[config.mk]
export PLATFORM = sky130hd
export DESIGN_NAME = stabilizer_readout_collector
export DESIGN_NICKNAME = d
export VERILOG_FILES = /design/src/rtl/stabilizer_readout_collector.sv
export SDC_FILE = /design/constraint.sdc
export NUM_CORES = 1
export LEC_CHECK = 0
export ABC_AREA = 1
export CAP_MARGIN = 30
export CORE_ASPECT_RATIO = 1.25
export CORE_MARGIN = 2
export CORE_UTILIZATION = 48
export DETAILED_ROUTE_END_ITERATION = 8
export GPL_TIMING_DRIVEN = 1
export HOLD_SLACK_MARGIN = 0.02
export PLACE_DENSITY = 0.75
export REMOVE_ABC_BUFFERS = 1
export SYNTH_ARGS = -nofsm -noshare
export SYNTH_HDL_FRONTEND = slang
export SYNTH_SLANG_ARGS = --single-unit
[constraint.sdc]
create_clock -name clk -period 2.1 [get_ports clk]
set_input_delay 0.315 -clock clk [delete_from_list [all_inputs] [get_ports clk]]
set_output_delay 0.315 -clock clk [all_outputs]
set_load 0.005 [all_outputs]
[src/rtl/stabilizer_readout_collector.sv]
// Stabilizer readout collector: captures one rotated-out stabilizer frame,
// checks its row count and replays it to the host over valid/ready.
module stabilizer_readout_collector #(
  parameter int NUM_QUBIT = 4,
  parameter int PHASE_W   = 2
) (
  input  logic                               clk,
  input  logic                               rst,
  input  logic                               row_valid,
  input  logic [2*NUM_QUBIT-1:0]             row_literal,
  input  logic [PHASE_W-1:0]                 row_phase,
  input  logic                               done_readout,
  input  logic                               m_ready,
  input  logic                               clr_err,
  output logic                               m_valid,
  output logic [2*NUM_QUBIT+PHASE_W-1:0]     m_data,
  output logic                               m_last,
  output logic [$clog2(NUM_QUBIT)-1:0]       m_index,
  output logic                               busy,
  output logic                               frame_done,
  output logic                               short_err,
  output logic                               long_err,
  output logic                               overrun_err
);

  localparam int DW = 2*NUM_QUBIT + PHASE_W;
  localparam int IW = $clog2(NUM_QUBIT);
  localparam int CW = $clog2(NUM_QUBIT + 1);
  localparam logic [CW-1:0] FULL = CW'(NUM_QUBIT);
  localparam logic [IW-1:0] LAST = IW'(NUM_QUBIT - 1);

  typedef enum logic [1:0] {
    IDLE,
    CAPTURE,
    DRAIN
  } state_t;

  state_t        state, state_n;
  logic [CW-1:0] wr_cnt, wr_cnt_n, cnt_upd;
  logic [IW-1:0] rd_ptr, rd_ptr_n;
  logic          we;
  logic [IW-1:0] wa;
  logic          short_set, long_set, ovr_set;
  logic          fd_n;
  logic [DW-1:0] mem [NUM_QUBIT];

  always_comb begin
    state_n   = state;
    wr_cnt_n  = wr_cnt;
    rd_ptr_n  = rd_ptr;
    cnt_upd   = wr_cnt;
    we        = 1'b0;
    wa        = wr_cnt[IW-1:0];
    short_set = 1'b0;
    long_set  = 1'b0;
    ovr_set   = 1'b0;
    fd_n      = 1'b0;
    unique case (state)
      IDLE: begin
        if (row_valid) begin
          we = 1'b1;
          wa = '0;
        end
        // a one-row frame ending at once is still short
        if (done_readout) begin
          short_set = 1'b1;
          wr_cnt_n  = '0;
        end else if (row_valid) begin
          wr_cnt_n = CW'(1);
          state_n  = CAPTURE;
        end
      end
      CAPTURE: begin
        if (row_valid) begin
          if (wr_cnt != FULL) begin
            we      = 1'b1;
            cnt_upd = wr_cnt + CW'(1);
          end else begin
            long_set = 1'b1;
          end
        end
        wr_cnt_n = cnt_upd;
        if (done_readout) begin
          if (cnt_upd == FULL) begin
            state_n  = DRAIN;
            rd_ptr_n = '0;
          end else begin
            short_set = 1'b1;
            wr_cnt_n  = '0;
            state_n   = IDLE;
          end
        end
      end
      DRAIN: begin
        ovr_set = row_valid;
        if (m_ready) begin
          if (rd_ptr == LAST) begin
            fd_n     = 1'b1;
            state_n  = IDLE;
            wr_cnt_n = '0;
            rd_ptr_n = '0;
          end else begin
            rd_ptr_n = rd_ptr + IW'(1);
          end
        end
      end
      default: begin
        state_n  = IDLE;
        wr_cnt_n = '0;
        rd_ptr_n = '0;
      end
    endcase
  end

  always_ff @(posedge clk or posedge rst) begin
    if (rst) begin
      state       <= IDLE;
      wr_cnt      <= '0;
      rd_ptr      <= '0;
      frame_done  <= 1'b0;
      short_err   <= 1'b0;
      long_err    <= 1'b0;
      overrun_err <= 1'b0;
    end else begin
      state       <= state_n;
      wr_cnt      <= wr_cnt_n;
      rd_ptr      <= rd_ptr_n;
      frame_done  <= fd_n;
      short_err   <= (short_err & ~clr_err) | short_set;
      long_err    <= (long_err & ~clr_err) | long_set;
      overrun_err <= (overrun_err & ~clr_err) | ovr_set;
    end
  end

  // row buffer needs no reset; outputs are masked outside DRAIN
  always_ff @(posedge clk) begin
    if (we) mem[wa] <= {row_phase, row_literal};
  end

  assign m_valid = (state == DRAIN);
  assign busy    = (state != IDLE);
  assign m_data  = m_valid ? mem[rd_ptr] : '0;
  assign m_index = m_valid ? rd_ptr : '0;
  assign m_last  = m_valid && (rd_ptr == LAST);

endmodule

; Word level (Yosys, flattened, before mapping)
; Memory sizes are Yosys's and may differ from the RTL's.
; Cells that the tools add are included.
; W data, S select, Z words.
[totals]
regBits = 11
mem_bits_rw = 40
input_bits = 16
output_inout_bits = 19
word_cells = 79
memories = 1
[classes]
add_sub_neg = 2
eq_ne = 12
n_mux = 43
bitwise = 8
reduce_logical = 6
[mem_list]
columns = memory, depth, word_bits, rd, rd_ports_with_merged_regs, wr, line
row1 = mem, 4, 10, 1, 0, 1, 45  ; logic [DW-1:0] mem [NUM_QUBIT];
[ops]
columns = op, n
row1 = $mux W3, 9
row2 = $mux W2, 13
row3 = $mux W1, 15
row4 = $pmux W2 S3, 2
row5 = $mux W10, 1
row6 = $ne A2 B2 Y1 const B, 5
row7 = $pmux W3 S3, 1
row8 = $ne A3 B3 Y1 const B, 2
row9 = $reduce_and A5 Y1, 1
row10 = $eq A2 B2 Y1 const B, 2
row11 = $pmux W1 S2, 2
row12 = $reduce_and A4 Y1, 1
row13 = $add A3 B1 Y3 const B, 1
row14 = $and A1 B1 Y1, 3
row15 = $eq A3 B3 Y1 const B, 1
row16 = $or A1 B1 Y1, 3
row17 = $reduce_and A3 Y1, 1
row18 = $add A2 B1 Y2 const B, 1
row19 = $eq A2 B1 Y1 const B, 1
row20 = $logic_not A2 Y1, 1
row21 = $ne A2 B1 Y1 const B, 1
row22 = $not A1 Y1, 2
row23 = $reduce_bool A2 Y1, 1
row24 = $logic_and A1 B1 Y1, 1

; Depth between registers and ports, before layout
[logic_depth]
depth_word = 9
mapped_depth = 10
ltp_nobuf = 10

; Worst setup path after synthesis
; OpenSTA, ideal clock, no wires.
[synth_path]
path_type = register to register
start = reg wr_cnt[0]
end = mem mem[0][0] (netlist name) (enable)
setup_ns = 0.391
t_arrival_ns = 1.715
t_required_ns = 1.709
path_slack_ns = -0.006
path_stages_with_launch = 8
n_path_buf = 0
synth_period_minus_slack_ns = 2.106
cell_sequence = dfrtp_1 inv_1 ha_1 nand2_1 nand2_1 inv_1 nand3_1 o21ai_0
[synth_between]
elab_chain_len = 6
elab_cells_between_ends = 8
classes_between = eq/ne (1) / mux (7)
[synth_lines]
columns = element, line
row1 = from (decl), 39  ; logic [CW-1:0] wr_cnt, wr_cnt_n, cnt_upd;
row2 = from (signal assigned), 126  ; wr_cnt <= wr_cnt_n;
row3 = $ne A3 B3 Y1, 75  ; if (wr_cnt != FULL) begin
row4 = $mux W1, 75
row5 = $mux W1, 74  ; if (row_valid) begin
row6 = $pmux W1 S2, 58  ; unique case (state)
row7 = $mux W1, 137  ; if (we) mem[wa] <= {row_phase, row_literal};
row8 = $mux W1 (not written as such), 137
row9 = to (decl), 45
; Several ways; a longest one is shown, not always the timed one.

; Final worst setup path
[layout_path]
start = reg rd_ptr[1]
end = out m_data[2]
[layout_between]
elab_chain_len = 2
[layout_lines]
columns = element, line
row1 = from (decl), 40  ; logic [IW-1:0] rd_ptr, rd_ptr_n;
row2 = from (signal assigned), 127  ; rd_ptr <= rd_ptr_n;
row3 = $mem_v2 Z4 W10, -
row4 = $mux W10, 142  ; assign m_data = m_valid ? mem[rd_ptr] : '0;
row5 = to (decl), 16  ; output logic [2*NUM_QUBIT+PHASE_W-1:0] m_data,
; No other way between the ends.

==> flow_metrics.tcl <==
set metrics [dict create \
    outcome "completed" \
    max_freq_mhz 484 \
    antenna_left 0 \
    syn_to_final_growth_pct 28.1 \
    die_area_sq_um 5260 \
    cellPowerDensity_nw_per_um2 773 \
    critPathLaunch "rd_ptr[1]$_DFFE_PP0P_" \
    timing.final.ws_setup_ps 33.7 \
    finalSetupViolCount 0 \
    antenna_found_initial 0 \
    synth_most_common_cell "nor2_1" \
    cp-end-kind "output port" \
    io_pins 35 \
    rows 27 \
    slew_headroom_pct 70.8 \
    core_sq_um 4460 \
    finalCritPeriodShare_pct 98.4 \
    hold_path_class "primary input to async pin" \
    slew_violations 0 \
    cts_tree "yes" \
    avgRoutedWirePerCell_microns 13.8 \
    p_int_mw 1.62 \
    pwr-share-comb_pct 18.9 \
    p_sw_mw 0.615 \
    synth_top_area_cell "edfxtp_1" \
    p_sw_share_pct 27.5 \
    gr-total-overflow 0 \
    syn_area_sq_um 2250 \
    cts_max_level 2 \
    crit_path_frequent_cell "buf_4" \
    min_period_ps 2070 \
    drive_above_1_share_pct 14.3 \
    nets 291 \
    ys_warn_count 0 \
    dp_slack_ps 244 \
    hold_viol 0 \
    p_leak_nw 1.30 \
    synthTopCellsByArea "edfxtp_1 53%, dfrtp_1 12%, nor2_1 8.7%, o21ai_0 5.6%, nand2_1 4.5%" \
    synthTopCellsByCount "52 x nor2_1, 40 x edfxtp_1, 27 x nand2_1" \
    max-vdd-ir-drop_v 0.000432 \
    vias_per_cell 5.07 \
    vias 1678 \
    clk_pin_slew_ps 90 \
    die_x_microns 65.3 \
    synth_cell_types 22 \
    syn_inst 219 \
    worstRegToRegCells 8 \
    drc_errors 0 \
    io_buffer_count 34 \
    arrival_ps 1750 \
    rsz0062_at_grt "true" \
    totalWireLength_microns 4580 \
    cts.sinks 51 \
    crit_slowest_cell "dfrtp_1" \
    hold_buffers 0 \
    pwr-share-clk_pct 23.5 \
    numCtsBuffers 5 \
    drt_iter0_markers 61 \
    grt_pass1_vias 1594 \
    maxCapViolCount 0 \
    path_max_fanout 5 \
    chipHeight_microns 80.6 \
    ys_seq_area_share_pct 65.5 \
    netlist.area_leader.share_pct 53.3 \
    grt_start_max_net_pins 19 \
    rr_endpoint "mem[3][8]$_DFFE_PP_" \
    num_antenna_cells 0 \
    clock_skew_ps 4.83 \
    regToRegStartpoint "wr_cnt[0]$_DFFE_PP0P_" \
    startpoint_type "flip-flop" \
    drtPass1Iterations 4 \
    cts_buffer_depth 2 \
    rrSetupSlack_ps 290 \
    seqPwrFrac_pct 57.6 \
    worstSetupPathType "flip-flop to output port" \
    avgSynthCellArea_sq_um 10.3 \
    hpwl_microns 3060 \
    gp_congestion 0.934 \
    cp.required_ps 1780 \
    crit_chain "clkinvlp_4 -> buf_4 -> buf_4 -> nor2_1 -> o21ai_0 -> a21oi_1 -> dlygate4sd2_1" \
    grt_pass1_wl_microns 7330 \
    fin_util_pct 64.7 \
    grtUsageTotal_pct 18.8 \
    clk-insertion-delay-late_ps 290 \
    synth-edff-count 40 \
    ys_async_sr_fraction_pct 21.6 \
    initial_core_util_pct 50.5 \
    slowest_delay_ps 420 \
    synth-main-ff-cell "edfxtp_1" \
    ys_ff_latch 51 \
    root_buffer "clkbuf_8" \
    worst_pin_slew_ps 438 \
]
[sequential cells by signal, summed over array words and instances (netlist names)]
signal	count
frame_done	1
mem	40
overrun_err	1
rd_ptr	2
short_err	1
long_err	1
wr_cnt	3
state	2
[stage by stage]
step	area, sq um	hold slack [ps]	total power [mW]	TNS [ps]	cells
final	2890	308	2.23	0	331
after global placement	2700	492	1.72	0	314
after detailed placement	2700	492	1.73	0	314
after global routing	2890	371	2.34	-164	331
after floorplan	2210	167	1.55	-57.3	212
after CTS	2800	330	2.24	-190	323
[cell usage in the layout (no fill, tap or decap), drive strengths merged]
| cell type | count |
|---|---|
| clkdlybuf4s50 | 24 |
| clkinvlp | 2 |
| nor3 | 3 |
| o21ai | 28 |
| nor2 | 54 |
| ha | 3 |
| nand4 | 1 |
| nand3 | 8 |
| a31oi | 1 |
| a21oi | 10 |
| nand2 | 28 |
| o22ai | 3 |
| edfxtp | 40 |
| dlygate4sd2 | 1 |
| inv | 21 |
| clkinv | 1 |
| clkbuf | 6 |
| dfrtp | 11 |
| buf | 19 |
| dlymetal6s2s | 9 |
[critical path, delay by kind of cell (launching register included)]
| kind | cells | cell delay [ps] |
|---|---|---|
| AO/OA/AOI/OAI | 2 | 240 |
| buffers and inverters | 4 | 720 |
| flip-flops | 1 | 420 |
| AND/OR/NAND/NOR | 1 | 80 |
[power groups by stage]
stage	clock, mW	sequential [mW]	combinational, mW
floorplan	0	1.30	0.256
global route	0.570	1.30	0.476
finish	0.524	1.28	0.423
CTS	0.535	1.28	0.425
detailed placement	0	1.31	0.420
global placement	0	1.30	0.411
[per-layer routing]
metal / track usage [%] / part of all wire [%] / vias up
met5: 0 / 0 / -
met4: 6.67 / 1.3 / 0
met3: 3.50 / 5.7 / 5
met2: 34.2 / 53 / 56
met1: 21.8 / 40 / 773
li1: - / - / 844
[final cells by class]
type | count | area, sq um
Clock inverter | 2 | 12.5
Clock buffer | 6 | 72.6
Multi-Input combinational cell | 139 | 653
Fill cell | 367 | 1570
Inverter | 22 | 88.8
Timing Repair Buffer | 53 | 509
Tap cell | 58 | 72.6
Sequential cell | 51 | 1480
[worst max path at each step]
stage | to | slack (ps) | cells past startpoint
global route | m_data[7] | -100 | 5
global placement | mem[0][1]$_DFFE_PP_ | 280 | 6
detailed placement | mem[0][7]$_DFFE_PP_ | 240 | 6
floorplan | mem[0][0]$_DFFE_PP_ | -6 | 7
CTS | m_data[7] | -70 | 5
finish | m_data[2] | 30 | 7
[logic make-up after synthesis]
logic type                 after synthesis  synth area share (%)
AOI/OAI and AO/OA                       42                  10.1
adders and majority gates                3                  1.67
buffers and inverters                   29                  5.61
DFF                                     51                  65.5
and+or+nand+nor                         94                  17.2
[repair_timing]
| item | CTS | global route |
|---|---|---|
| resized for setup | 4 | 17 |
| buffers inserted | 1 | 7 |
| setup endpoints to repair | 10 | 12 |
| gates cloned | 0 | 1 |
| hold endpoints to repair | 0 | 0 |
No activity file was read; power rests on OpenSTA's default activity.
